**src/rtl/roic_scan_timing_gen.sv**
```systemverilog
// Scan timing generator for the ROIC gate/XAO drivers: a back-bias phase followed by
// one or more flush passes, exposed as row/column counters plus phase indices.
module roic_scan_timing_gen #(
    parameter int CNT_W = 16,
    parameter int REP_W = 4
) (
    input  logic             fsm_clk,
    input  logic             fsm_drv_rst,
    input  logic             scan_start,
    input  logic             scan_abort,
    input  logic [CNT_W-1:0] col_max,
    input  logic [CNT_W-1:0] bb_rows,
    input  logic [CNT_W-1:0] flush_rows,
    input  logic [REP_W-1:0] flush_repeat,
    output logic [CNT_W-1:0] row_cnt,
    output logic [CNT_W-1:0] col_cnt,
    output logic             col_end,
    output logic             fsm_back_bias_index,
    output logic             fsm_flush_index,
    output logic             busy,
    output logic             scan_done,
    output logic [REP_W-1:0] pass_cnt,
    output logic [1:0]       fsm_state
);

    typedef enum logic [1:0] {
        IDLE  = 2'd0,
        BB    = 2'd1,
        FLUSH = 2'd2,
        DONE  = 2'd3
    } state_t;

    localparam logic [CNT_W-1:0] CNT_ONE = {{(CNT_W-1){1'b0}}, 1'b1};
    localparam logic [REP_W-1:0] REP_ONE = {{(REP_W-1){1'b0}}, 1'b1};

    state_t           state;
    logic [CNT_W-1:0] col_max_s;
    logic [CNT_W-1:0] bb_rows_s;
    logic [CNT_W-1:0] flush_rows_s;
    logic [REP_W-1:0] flush_repeat_s;

    logic             active;
    logic [CNT_W-1:0] rows_cur;
    logic             last_row;

    // Row limit of whichever phase is running; only meaningful while active.
    assign active   = (state == BB) || (state == FLUSH);
    assign rows_cur = (state == BB) ? bb_rows_s : flush_rows_s;
    assign last_row = (row_cnt == (rows_cur - CNT_ONE));

    assign col_end             = active && (col_cnt == col_max_s);
    assign fsm_back_bias_index = (state == BB);
    assign fsm_flush_index     = (state == FLUSH);
    assign busy                = (state != IDLE);
    assign scan_done           = (state == DONE);
    assign fsm_state           = state;

    always_ff @(posedge fsm_clk or negedge fsm_drv_rst) begin
        if (!fsm_drv_rst) begin
            state          <= IDLE;
            row_cnt        <= '0;
            col_cnt        <= '0;
            pass_cnt       <= '0;
            col_max_s      <= '0;
            bb_rows_s      <= '0;
            flush_rows_s   <= '0;
            flush_repeat_s <= '0;
        end else if (scan_abort) begin
            state    <= IDLE;
            row_cnt  <= '0;
            col_cnt  <= '0;
            pass_cnt <= '0;
        end else begin
            case (state)
                IDLE: begin
                    if (scan_start) begin
                        col_max_s      <= col_max;
                        bb_rows_s      <= bb_rows;
                        flush_rows_s   <= flush_rows;
                        flush_repeat_s <= flush_repeat;
                        row_cnt        <= '0;
                        col_cnt        <= '0;
                        pass_cnt       <= '0;
                        if (bb_rows != '0)         state <= BB;
                        else if (flush_rows != '0) state <= FLUSH;
                        else                       state <= DONE;
                    end
                end
                BB, FLUSH: begin
                    if (col_end) begin
                        col_cnt <= '0;
                        if (last_row) begin
                            row_cnt <= '0;
                            if (state == BB) begin
                                pass_cnt <= '0;
                                state    <= (flush_rows_s != '0) ? FLUSH : DONE;
                            end else if (pass_cnt != flush_repeat_s) begin
                                // Next flush pass starts with no gap in the index.
                                pass_cnt <= pass_cnt + REP_ONE;
                            end else begin
                                state <= DONE;
                            end
                        end else begin
                            row_cnt <= row_cnt + CNT_ONE;
                        end
                    end else begin
                        col_cnt <= col_cnt + CNT_ONE;
                    end
                end
                DONE: begin
                    state    <= IDLE;
                    pass_cnt <= '0;
                end
                default: state <= IDLE;
            endcase
        end
    end

endmodule

```
**config.mk**
```make
export PLATFORM = sky130hd
export DESIGN_NAME = roic_scan_timing_gen
export DESIGN_NICKNAME = d
export VERILOG_FILES = /design/src/rtl/roic_scan_timing_gen.sv
export SDC_FILE = /design/constraint.sdc
export NUM_CORES = 1
export LEC_CHECK = 0
export ABC_AREA = 1
export BUFFER_PORTS_ARGS = -buffer_cell sky130_fd_sc_hd__buf_2
export CORE_MARGIN = 3
export CORE_UTILIZATION = 42
export CTS_CLUSTER_SIZE = 28
export DETAILED_ROUTE_END_ITERATION = 12
export GPL_ROUTABILITY_DRIVEN = 0
export HOLD_SLACK_MARGIN = 0.12
export SLEW_MARGIN = 20
export SYNTH_ARGS = -nofsm -noshare
export SYNTH_HDL_FRONTEND = slang
export SYNTH_SLANG_ARGS = --single-unit
```
**constraint.sdc**
```tcl
create_clock -name fsm_clk -period 3.4 [get_ports fsm_clk]
set_input_delay 0.17 -clock fsm_clk [delete_from_list [all_inputs] [get_ports fsm_clk]]
set_output_delay 0.17 -clock fsm_clk [all_outputs]
set_load 0.05 [all_outputs]
```
# Word level (Yosys, flattened, before mapping)
# Cells that the tools add are included.
totals:
  regBits: 90
  input_bits: 56
  output_inout_bits: 43
  wordCells: 64
op_classes:
  addsub: 4
  n_eq_ne: 11
  mux: 26
  n_bitwise: 1
  n_reduce_logical: 14
op_table:
  columns: ["op", "n"]
  rows:
  - ["$mux W16", 7]
  - ["$pmux W16 S2", 2]
  - ["$reduce_bool A16 Y1", 3]
  - ["$add A16 B1 Y16 const B", 2]
  - ["$eq A16 B16 Y1", 2]
  - ["$mux W4", 6]
  - ["$sub A16 B1 Y16 const B", 1]
  - ["$mux W2", 7]
  - ["$pmux W4 S3", 1]
  - ["$ne A3 B3 Y1 const B", 3]
  - ["$ne A4 B4 Y1 const B", 2]
  - ["$reduce_and A4 Y1", 2]
  - ["$pmux W2 S3", 1]
  - ["$reduce_and A3 Y1", 2]
  - ["$add A4 B1 Y4 const B", 1]
  - ["$eq A2 B2 Y1 const B", 2]
  - ["$ne A4 B4 Y1", 1]
  - ["$reduce_bool A3 Y1", 1]
  - ["$eq A2 B1 Y1 const B", 1]
  - ["$logic_not A2 Y1", 1]
  - ["$mux W1", 2]
  - ["$reduce_and A2 Y1", 1]
  - ["$reduce_bool A2 Y1", 1]
  - ["$reduce_or A2 Y1", 1]
  - ["other kinds (3)", 3]

# Depth between registers and ports, before layout
# Gate-level depths: netlist of the first run.
depth:
  depth_word: 8
  depth_mapped: 20
  mapped_depth_nobuf: 20

# Worst setup path before layout of the first run
# OpenSTA, ideal clock, no wires.
synth_timing:
  kind: "register to output"
  startpoint: "register state[0], in the netlist fsm_state[0]"
  endpoint: "output col_end"
  t_arrival_ns: 3.009
  required_time_ns: 3.230
  setup_slack_ns: 0.221
  path_stages_with_launch: 7
  n_path_buf: 0
  path_cell_list: "dfrtp_1 > inv_1 > ha_1 > nand3_1 > nor4_1 > nand2_1 > nor4b_1"
synth_via:
  elab_chain_len: 3
  word_cells_on_any_way: 4
  classes_between: "2 x eq/ne; 2 x reduce/logical"
synth_rtl:
  columns: ["element", "line_no", "source"]
  rows:
  - ["start, declared", "36", "state_t state;"]
  - ["start signal, assigned", "96", "state <= (flush_rows_s != '0) ? FLUSH : DONE;"]
  - ["$eq A2 B1 Y1 or $eq A2 B2 Y1 (tied branches)", "47", "assign active = (state == BB) || (state == FLUSH);"]
  - ["$logic_or A1 B1 Y1 (*)", "47", null]
  - ["$logic_and A1 B1 Y1 (*)", "51", "assign col_end = active && (col_cnt == col_max_s);"]
  - ["end, declared", "17", "output logic col_end,"]
# Mark *: on every way between the ends. The rest lies on a longest branch, timed or not.

# Worst setup path after layout of the first run
layout_timing:
  startpoint: "register state[1], in the netlist fsm_state[1]"
  endpoint: "register pass_cnt[0]"
layout_via:
  elab_chain_len: 6
  word_cells_on_any_way: 20
  classes_between: "1 x add/sub; 8 x eq/ne; 6 x mux; 5 x reduce/logical"
layout_rtl:
  columns: ["element", "line_no", "source"]
  rows:
  - ["$eq A2 B1 Y1", null, null]
  - ["$mux W16 or $mux W4 (tied branches)", "48, 94", null]
  - ["$sub A16 B1 Y16 or $mux W4 (tied branches)", "49, 92", null]
  - ["$eq A16 B16 Y1 or $mux W4 (tied branches)", "49, 90", null]
  - ["$ne A3 B3 Y1 (no source line) or $pmux W4 S3 (tied branches)", null, null]
  - ["$reduce_and A4 Y1 (no source line) or $mux W4 (tied branches)", null, null]
  - ["end signal, assigned", "99", "pass_cnt <= pass_cnt + REP_ONE;"]
  - ["end, declared", "22", "output logic [REP_W-1:0] pass_cnt,"]
# Parallel ways exist; a longest one is shown, timed or not. The select of a mux whose other input is x is not followed.
# A chain may end at the register's enable or synchronous reset.

==> results of run 1 <==
==> worst min path at each step <==
stage,end,from,cells after the start,slack [ns]
floorplan,bb_rows_s[0],fsm_drv_rst,0,-0.13
global placement,bb_rows_s[5],fsm_drv_rst,1,0.35
detailed placement,bb_rows_s[2],fsm_drv_rst,1,0.36
CTS,pass_cnt[3],scan_abort,4,0.19
global route,pass_cnt[2],scan_abort,4,0.24
finish,pass_cnt[3],scan_abort,4,0.21
==> state kept, by name, indices dropped and copies added, names as in the netlist <==
register,cells
bb_rows_s,16
fsm_state,2
col_cnt,16
flush_rows_s,16
flush_repeat_s,4
col_max_s,16
pass_cnt,4
row_cnt,16
==> critical path: stages, from the launching register on <==
cell and delay [ns]:
dfrtp_1 0.42, inv_1 0.09, ha_1 0.27, inv_4 0.16, nand2_1 0.07, nand2_1 0.12, ha_1 0.24, nand3_2 0.13
nor2_4 0.18, nand2_1 0.11, nor2_2 0.10, xor2_1 0.17, nand2_1 0.07, nor2_1 0.10, nand3_1 0.13, nand2_4 0.19
nand3_1 0.16, nand2_1 0.13, nand2_1 0.05
==> cell type report <==
cell class                 instances  area [µm²]  share of cell area, %
clock buffer                      14         274                   3.88
clock inverter                     2        10.0                  0.142
inverter                          89         337                   4.76
multi-input combinational        551        2870                   40.6
sequential                        90        2250                   31.9
tap                              172         215                   3.04
timing repair buffer             163        1110                   15.8
==> through the flow <==
step	cell area [µm²]	hold WS (ns)	total power [mW]	worst slack, ns
6_report	7070	0.208	5.38	0.378
4_1_cts	7050	0.189	5.38	0.244
3_5_place_dp	6230	0.364	4.35	0.259
2_1_floorplan	5560	-0.126	3.66	0.221
5_1_grt	7070	0.244	5.82	0.0201
3_3_place_gp	6230	0.352	4.29	0.481
==> power breakdown <==
| group | leakage [nW] | switching [mW] | internal (mW) | total (mW) |
|---|---|---|---|---|
| Combinational | 2.26 | 1.84 | 0.902 | 2.74 |
| Sequential | 1.12 | 0.260 | 1.42 | 1.68 |
| Clock | 0.143 | 0.411 | 0.554 | 0.964 |
==> repair_timing <==
action | CTS | global route
hold buffers | 53 | 0
hold endpoints to repair | 120 | 0
resized for setup | 0 | 2
setup endpoints to repair | 0 | 14
setup buffers | 0 | 2
==> cell usage after synthesis, drive strengths merged (2+ instances only) <==
| library cell | instances |
|---|---|
| xor2 | 27 |
| nand2 | 217 |
| o21ai | 20 |
| nor4 | 16 |
| inv | 88 |
| nand3b | 2 |
| xnor2 | 4 |
| nand3 | 40 |
| o22ai | 3 |
| or2 | 3 |
| clkbuf | 9 |
| dfrtp | 90 |
| a211oi | 2 |
| a21oi | 47 |
| ha | 8 |
| nor2 | 91 |
| a31oi | 2 |
| buf | 10 |
| nor3 | 19 |
| mux2 | 22 |
| nor3b | 3 |
| nand4 | 20 |
==> layout by cell type (no fill, tap or decap), types with 4 or more instances in the layout <==
cell           netlist  layout
a21oi_1             47      47
buf_2                4      97
buf_4                2      13
clkbuf_16            0       9
dfrtp_1             90      90
dlygate4sd3_1        0      53
ha_1                 8       8
inv_1               86      86
mux2_2              22      22
nand2_1            207     207
nand2_2             10       9
nand3_1             39      38
nand4_1             20      20
nor2_1              80      80
nor2_2               7       7
nor2_4               4       4
nor3_1              18      18
nor4_1              16      16
o21ai_0             20      20
xnor2_1              4       4
xor2_1              27      27
==> layer usage <==
metal	share of wire [%]	vias up	GRT usage [%]
li1	-	2733	-
met1	43	2598	29.0
met2	48	170	38.9
met3	5.5	38	4.20
met4	3.0	0	10.8
met5	0	-	0
==> cells by family (layout without fill, tap and decap cells) <==
logic type               Yosys count  count (layout)  share of synthesized area [%]
adder cells (fa/ha/maj)            8               8                           1.80
buffers and inverters            108             268                           8.06
multiplexers                      22              22                           4.46
flip-flops                        90              90                           40.5
AND/OR/NAND/NOR                  413             413                           32.9
XOR/XNOR                          31              31                           4.89
AO/OA/AOI/OAI                     77              77                           7.32
==> out/results.tsv, run 1 <==
stage	metric	value	unit
run_status	status	finished, final reports clean	
worst_setup_path	crit_path_end	pass_cnt[0]	
global_routing	grt_pass1_wl	26800	µm
global_routing	grt_use_total	23.2	%
synthesis	async_reset_ff_share	100	%
worst_setup_path	worstPathRequired	3.64	ns
synthesis	ys_seq_elements	90	
finish	syn_to_final_growth	27.2	%
synthesis	yosysUniqueCellTypes	36	
cts	cts_sinks	90	
route	routed_wl	16400	µm
finish	antenna_cells	0	
cts	cts.clk_slew.worst_paths	0.06	ns
floorplanning	die_w	121	µm
floorplanning	initial_utilization	43.5	%
synthesis	synth_flop_cell	dfrtp_1	
floorplanning	core_area	0.0128	mm²
route	drtIter0Drc	310	
floorplanning	fp.dieH	121	µm
worst_setup_path	worstSetupPathType	flop to flop	
synthesis	syn_inst	749	
worst_setup_path	rr_worst_depth	18	
route	via_count	5539	
synthesis	synth_area	0.00556	mm²
placement	dp_cells	1010	
cts	cts_tree	done	
worst_setup_path	crit_start	fsm_state[1]	
cts	htree_levels	3	
timing	fin_crit_sh	88.9	%
power	cellPowerDensity	762	mW/mm²
hold_path	hp-class	primary input to flop	
synthesis	ys_seq_area_share	40.5	%
route	drt_pass1_iterations	5	
floorplanning	fp-row-count	41	
synthesis	synth_top_cell_by_area	dfrtp_1	
route	drc	0	
placement	dp_hpwl	12000	µm
route	routed_via_density	5.12	
timing	period_minus_slack	3.02	ns
cts	numCtsBuffers	9	
worst_setup_path	start_kind	flop	
synthesis	ys_warn_count	0	
timing	clock.fmax	331	MHz
worst_setup_path	cp.arrival	3.26	ns
timing	max_slew_margin	39.6	%
run	drv_cap	0	
route	wire_per_inst	15.1	µm
placement	io_buffers	98	
worst_setup_path	crit_fanout	16	
power	peakVddDrop	0.427	mV
worst_setup_path	end_kind	flop	
finish	post-route-util	55.3	%
cts	clk_latency	0.35	ns
synthesis	synth.top_cells.by_area	dfrtp_1, nand2_1, inv_1	
floorplanning	die_area	0.0146	mm²
global_routing	first_global_vias	5469	
finish	stdcell_count	1081	
timing	tns	0	ns
finish	fillers	1189	
timing	skew	0.00770	ns
worst_setup_path	r2r-end	pass_cnt[0]	
cts	ctsRootBufferMaster	clkbuf_16	
finish	drive_above_1_share	19.3	%
global_routing	grt_max_degree	70	
timing	rsz0062_at_grt	false	
cts	cts.path.max_buffers	2	
power	leakagePower	3.52	nW
synthesis	yosysTopAreaCellShare	40.5	%
synthesis	syn_area_per_cell	7.42	µm²
timing	worst_pin_slew	0.906	ns
floorplanning	num_io_pins	99	
worst_setup_path	timing.rr.start	fsm_state[1]	
worst_setup_path	reg2reg_slack	0.38	ns
synthesis	synth_nets	813	
timing	setup_violations	0	
finish	nets	968	
global_routing	globalRoute.totalOverflow	0	
route	detail-route-antenna-nets	0	
timing	drv_slew	0	
synthesis	synth_edf_count	0	
timing	hold_viol_final	0	
global_routing	antenna_found_initial	0	
Note: power is estimated with default switching activity, not from simulation.
==> inputs of run 2 (changes only) <==
--- a/config.mk
+++ b/config.mk
@@ -11,7 +11,6 @@
 export CORE_UTILIZATION = 42
 export CTS_CLUSTER_SIZE = 28
 export DETAILED_ROUTE_END_ITERATION = 12
-export GPL_ROUTABILITY_DRIVEN = 0
 export HOLD_SLACK_MARGIN = 0.12
 export SLEW_MARGIN = 20
 export SYNTH_ARGS = -nofsm -noshare
==> constraint.sdc (replaced) <==
create_clock -name fsm_clk -period 3.68 [get_ports fsm_clk]
set_input_delay 0.184 -clock fsm_clk [delete_from_list [all_inputs] [get_ports fsm_clk]]
set_output_delay 0.184 -clock fsm_clk [all_outputs]
set_load 0.05 [all_outputs]
==> run 2 against run 1 <==
Final area down 1.5%. Die area is the same. Sequential power is 8% lower. Critical path depth did not move. Worst setup slack improved by 0.084 ns. Critical endpoint is now pass_cnt[2]. Largest power group unchanged.
==> out/results.tsv, run 2 (synthesized netlist as in run 1, its figures left out) <==
stage	metric	value	unit	change
route	routed_via_density	5.05		-1.4%
finish	stdcell_count	1065		-1.5%
timing	setup_slack	0.462	ns	+0.0842 ns
cts	numCtsBuffers	9		unchanged
hold_path	min_path_cells	3		-1
worst_setup_path	end_kind	flop		
cts	cts_hold_buf	42		-21%
placement	gp_congestion	0.897		
timing	setup_violations	0		unchanged
floorplanning	core_area	0.0128	mm²	unchanged
finish	final_common_cell	nand2_1		
power	cellPowerDensity	722	mW/mm²	-5.2%
run	drv_cap	0		unchanged
floorplanning	fp.dieH	121	µm	unchanged
cts	cts.clk_slew.worst_paths	0.07	ns	about the same
global_routing	antenna_found_initial	0		unchanged
cts	clk_latency	0.34	ns	about the same
floorplanning	initial_utilization	43.5	%	unchanged
timing	period_minus_slack	3.22	ns	+0.196 ns
timing	rsz0062_at_grt	false		
global_routing	first_global_vias	5379		-1.6%
cts	cts_sinks	90		unchanged
finish	syn_to_final_growth	25.3	%	
power	leakagePower	3.46	nW	-1.5%
worst_setup_path	timing.rr.start	fsm_state[1]		
route	detail-route-antenna-nets	0		unchanged
route	drt_pass1_iterations	5		unchanged
cts	ctsRootBufferMaster	clkbuf_16		
finish	post-route-cell-area	0.00696	mm²	-1.5%
worst_setup_path	crit_start	fsm_state[1]		
route	routed_wl	15900	µm	-2.9%
cts	htree_levels	3		unchanged
placement	dp_hpwl	12000	µm	-0.36%
cts	cts_tree	done		
worst_setup_path	reg2reg_slack	0.46	ns	+0.08 ns
worst_setup_path	r2r-end	pass_cnt[2]		
power	peakVddDrop	0.410	mV	-4.1%
timing	max_slew_margin	41.6	%	+2.0 points
placement	dp_cells	1007		-0.30%
cts	cts_setup_buffers	0		unchanged
global_routing	grt_use_total	23.0	%	-0.19 points
floorplanning	die_w	121	µm	unchanged
global_routing	globalRoute.totalOverflow	0		unchanged
global_routing	grt_max_degree	69		-1.4%
route	via_count	5379		-2.9%
worst_setup_path	crit_fanout	23		+7
hold_path	hold_end	bb_rows_s[3]		
placement	io_buffers	98		unchanged
floorplanning	fp-row-count	41		unchanged
timing	fin_crit_sh	87.4	%	-1.4 points
route	wire_per_inst	14.9	µm	-1.5%
global_routing	grt_pass1_wl	26600	µm	-0.49%
finish	drive_above_1_share	19.1	%	-0.10 points
timing	drv_slew	0		unchanged
route	drc	0		unchanged
cts	cts.path.max_buffers	2		unchanged
run_status	status	finished, final reports clean		
worst_setup_path	start_kind	flop		
timing	worst_pin_slew	0.876	ns	-0.0306 ns
worst_setup_path	rr_worst_depth	18		unchanged
worst_setup_path	worstPathRequired	3.91	ns	+0.27 ns
finish	antenna_cells	0		unchanged
cts	ctsResizeCount	0		unchanged
floorplanning	die_area	0.0146	mm²	unchanged
placement	place_area	0.00622	mm²	-0.16%
timing	clock.fmax	311	MHz	-6.1%
finish	layout_common_cells	nand2_1, buf_2, dfrtp_1		
worst_setup_path	worstSetupPathType	flop to flop		
floorplanning	num_io_pins	99		unchanged
hold_path	hp-class	primary input to flop		
timing	skew	0.00645	ns	-0.00125 ns
timing	timing.hold.ws	0.117	ns	-0.0914 ns
timing	hold_viol_final	0		unchanged
hold_path	holdCritStartpoint	bb_rows[3]		
finish	fillers	1239		+4.2%
finish	nets	952		-1.7%
route	drtIter0Drc	364		+17%
placement	post-place-ws	0.495	ns	+0.237 ns
timing	tns	0	ns	unchanged
worst_setup_path	cp.arrival	3.45	ns	+0.19 ns
-- run 2: through the flow --
| stage | util, % | power, mW |
|---|---|---|
| after floorplan | - | 3.38 |
| after global placement | 48.7 | 3.98 |
| after detailed placement | 48.7 | 4.00 |
| after CTS | 54.5 | 5.05 |
| after global routing | 54.5 | 5.45 |
| final | 54.5 | 5.03 |
-- run 2: critical path, cell delays in order, from the launching register on --
cell and delay [ns]:
dfrtp_1 0.42, inv_1 0.09, ha_1 0.24, buf_4 0.22, nand2_1 0.08, nand2_1 0.13, ha_1 0.24, nand3_2 0.13
nor2_4 0.17, nand2_1 0.10, nor2_2 0.09, xor2_1 0.15, nand2_1 0.07, nor2_1 0.10, nand3_1 0.11, nand2_2 0.37
nand3_1 0.23, nand2_1 0.10, nand2_1 0.05
-- run 2: worst max-delay path by stage --
stage / end / slack [ns]
final: pass_cnt[2] / 0.46
after global routing: pass_cnt[2] / 0.12
after detailed placement: pass_cnt[2] / 0.50
after CTS: pass_cnt[3] / 0.47
after global placement: pass_cnt[3] / 0.62
after floorplan: col_end / 0.49
-- run 2: final cells by class --
class,count,area [µm²],area share (%)
multi-input combinational,551,2860,41.1
sequential,90,2250,32.4
timing repair buffer,147,978,14.1
inverter,89,334,4.80
clock buffer,11,243,3.49
tap,172,215,3.09
clock inverter,5,77.6,1.11
-- run 2: metal layers --
layer  global-route usage, %  routed length (µm)  vias to the layer above
met5                       0                   0                        -
met4                    8.78                 315                        0
met3                    3.50                 692                       24
met2                    37.8                7720                      129
met1                    30.6                7160                     2528
li1                        -                   -                     2698
-- run 2: power by group --
group	internal, mW	switching [mW]
sequential	1.31	0.234
clock	0.612	0.396
combinational	0.804	1.67
total	2.73	2.30
==> inputs of run 3 (changes only) <==
--- a/config.mk
+++ b/config.mk
@@ -6,13 +6,13 @@
 export NUM_CORES = 1
 export LEC_CHECK = 0
 export ABC_AREA = 1
-export BUFFER_PORTS_ARGS = -buffer_cell sky130_fd_sc_hd__buf_2
+export BUFFER_PORTS_ARGS = -buffer_cell sky130_fd_sc_hd__buf_4
+export CORE_ASPECT_RATIO = 0.6
 export CORE_MARGIN = 3
 export CORE_UTILIZATION = 42
 export CTS_CLUSTER_SIZE = 28
 export DETAILED_ROUTE_END_ITERATION = 12
 export HOLD_SLACK_MARGIN = 0.12
-export SLEW_MARGIN = 20
 export SYNTH_ARGS = -nofsm -noshare
 export SYNTH_HDL_FRONTEND = slang
 export SYNTH_SLANG_ARGS = --single-unit
==> run 3 against run 2 <==
Hold slack improved by 0.0037 ns. Wire length grew 10%. Sequential power is essentially flat. Non-clock buffer count up 3. Sequential cell count did not move. Clock power shrank 5%. Fmax increased by 1.3%. Utilization increased by 3.1 points. Total power up 3.0%.
==> out/results.tsv, run 3 (synthesized netlist as in run 1, its figures left out) <==
stage	metric	value	unit	change
floorplanning	core_area	0.0125	mm²	-2.2%
power	power	5.18	mW	+3.0%
route	via_count	5569		+3.5%
placement	post-place-ws	0.398	ns	-0.0974 ns
finish	post-route-cell-area	0.00720	mm²	+3.4%
worst_setup_path	worstPathRequired	3.92	ns	about the same
floorplanning	num_io_pins	99		unchanged
finish	layout_common_cells	nand2_1, buf_4, dfrtp_1		
placement	gp_congestion	0.956		+6.6%
timing	clock.fmax	315	MHz	+1.3%
worst_setup_path	worstSetupPathType	flop to flop		
finish	nets	955		+0.32%
cts	clk_latency	0.34	ns	about the same
timing	max_slew_margin	37.0	%	-4.6 points
global_routing	grt_max_degree	74		+7.2%
worst_setup_path	crit_fanout	23		unchanged
timing	timing.hold.ws	0.120	ns	+0.00373 ns
finish	stdcell_count	1061		-0.38%
run	drv_cap	0		unchanged
cts	cts.clk_slew.worst_paths	0.07	ns	about the same
cts	cts.path.max_buffers	2		unchanged
run_status	status	finished, final reports clean		
timing	fin_crit_sh	86.3	%	-1.1 points
floorplanning	initial_utilization	44.5	%	+0.99 points
floorplanning	fp-row-count	31		-24%
global_routing	antenna_found_initial	0		unchanged
worst_setup_path	reg2reg_slack	0.50	ns	+0.04 ns
finish	final_common_cell	nand2_1		
timing	worst_pin_slew	0.944	ns	+0.0689 ns
timing	drv_slew	0		unchanged
timing	tns	0	ns	unchanged
route	drtIter0Drc	452		+24%
global_routing	grt_use_total	24.3	%	+1.3 points
hold_path	holdCritStartpoint	bb_rows[1]		
floorplanning	die_area	0.0147	mm²	+0.31%
route	routed_wl	17500	µm	+10%
timing	rsz0062_at_grt	false		
placement	io_buffers	98		unchanged
hold_path	hp-class	primary input to flop		
cts	numCtsBuffers	9		unchanged
cts	ctsRootBufferMaster	clkbuf_16		
worst_setup_path	r2r-end	pass_cnt[2]		
floorplanning	fp.dieH	95.1	µm	-21%
finish	post-route-util	57.6	%	+3.1 points
timing	skew	0.00972	ns	+0.00327 ns
placement	place_area	0.00646	mm²	+3.8%
worst_setup_path	timing.rr.start	fsm_state[1]		
finish	syn_to_final_growth	29.5	%	
finish	drive_above_1_share	19.3	%	+0.16 points
timing	hold_viol_final	0		unchanged
cts	htree_levels	3		unchanged
worst_setup_path	start_kind	flop		
finish	antenna_cells	0		unchanged
placement	dp_cells	1002		-0.50%
worst_setup_path	end_kind	flop		
cts	cts_tree	done		
floorplanning	die_w	154	µm	+28%
timing	setup_violations	0		unchanged
route	drc	0		unchanged
route	detail-route-antenna-nets	0		unchanged
global_routing	globalRoute.totalOverflow	0		unchanged
power	leakagePower	3.50	nW	+1.1%
global_routing	first_global_vias	5301		-1.5%
worst_setup_path	cp.arrival	3.41	ns	-0.04 ns
hold_path	min_path_cells	3		unchanged
timing	setup_slack	0.504	ns	+0.0422 ns
route	routed_via_density	5.25		+3.9%
route	wire_per_inst	16.5	µm	+11%
worst_setup_path	rr_worst_depth	18		unchanged
placement	dp_hpwl	13400	µm	+12%
global_routing	grt_pass1_wl	28100	µm	+5.5%
route	drt_pass1_iterations	5		unchanged
hold_path	hold_end	bb_rows_s[1]		
power	cellPowerDensity	719	mW/mm²	-0.40%
power	peakVddDrop	0.313	mV	-24%
timing	period_minus_slack	3.18	ns	-0.0422 ns
cts	cts_sinks	90		unchanged
-- run 3: changes by cell type in the layout (fill, tap and decap cells not counted) --
cell           before  now
clkinv_4            0    1
dlygate4sd3_1      42   43
nand2_2            10    9
buf_4               7  107
buf_2              97    0
clkinvlp_4          1    2
buf_12              1    0
clkinv_2            2    0
bufinv_16           2    1
inv_6               0    1
nand2_4             0    1
-- run 3: per-layer routing --
metal | vias up | GRT usage (%) | share of wire [%]
met5 | - | 0 | 0
met4 | 0 | 3.67 | 0.48
met3 | 9 | 5.22 | 7.4
met2 | 217 | 34.3 | 38
met1 | 2633 | 38.5 | 54
li1 | 2710 | - | -
-- run 3: timing repair --
action | CTS | global route
hold endpoints to repair | 114 | 0
buffers inserted | 0 | 0
resized for setup | 0 | 1
setup endpoints to repair | 0 | 4
hold buffers | 43 | 0
-- run 3: cell type report --
class	count	area (µm²)
tap	165	206
timing repair buffer	150	1230
clock inverter	5	62.6
multi-input combinational	551	2870
sequential	90	2250
inverter	89	334
clock buffer	11	243
fill	1145	5290
-- run 3: worst max-delay path: stages, from the launching register on --
cell     delay (ns)
dfrtp_1        0.44
inv_1          0.10
ha_1           0.22
buf_4          0.24
nand2_1        0.08
nand2_1        0.15
ha_1           0.23
nand3_2        0.12
nor2_4         0.19
nand2_1        0.11
nor2_2         0.10
xor2_1         0.15
nand2_1        0.06
nor2_1         0.10
nand3_1        0.14
nand2_4        0.28
nand3_1        0.21
nand2_1        0.11
nand2_1        0.05
-- run 3: report_power, final --
part	leakage (nW)	switching, mW	internal [mW]
clock network	0.142	0.413	0.550
logic	2.24	1.79	0.853
registers	1.12	0.264	1.31
total	3.50	2.47	2.71
-- run 3: worst max-delay path by stage --
| stage | start | endpoint | cells after the start |
|---|---|---|---|
| floorplan | fsm_state[0] | col_end | 6 |
| global placement | fsm_state[1] | pass_cnt[2] | 18 |
| detailed placement | fsm_state[1] | pass_cnt[2] | 19 |
| CTS | fsm_state[1] | pass_cnt[2] | 18 |
| global route | fsm_state[1] | pass_cnt[2] | 18 |
| finish | fsm_state[1] | pass_cnt[2] | 18 |
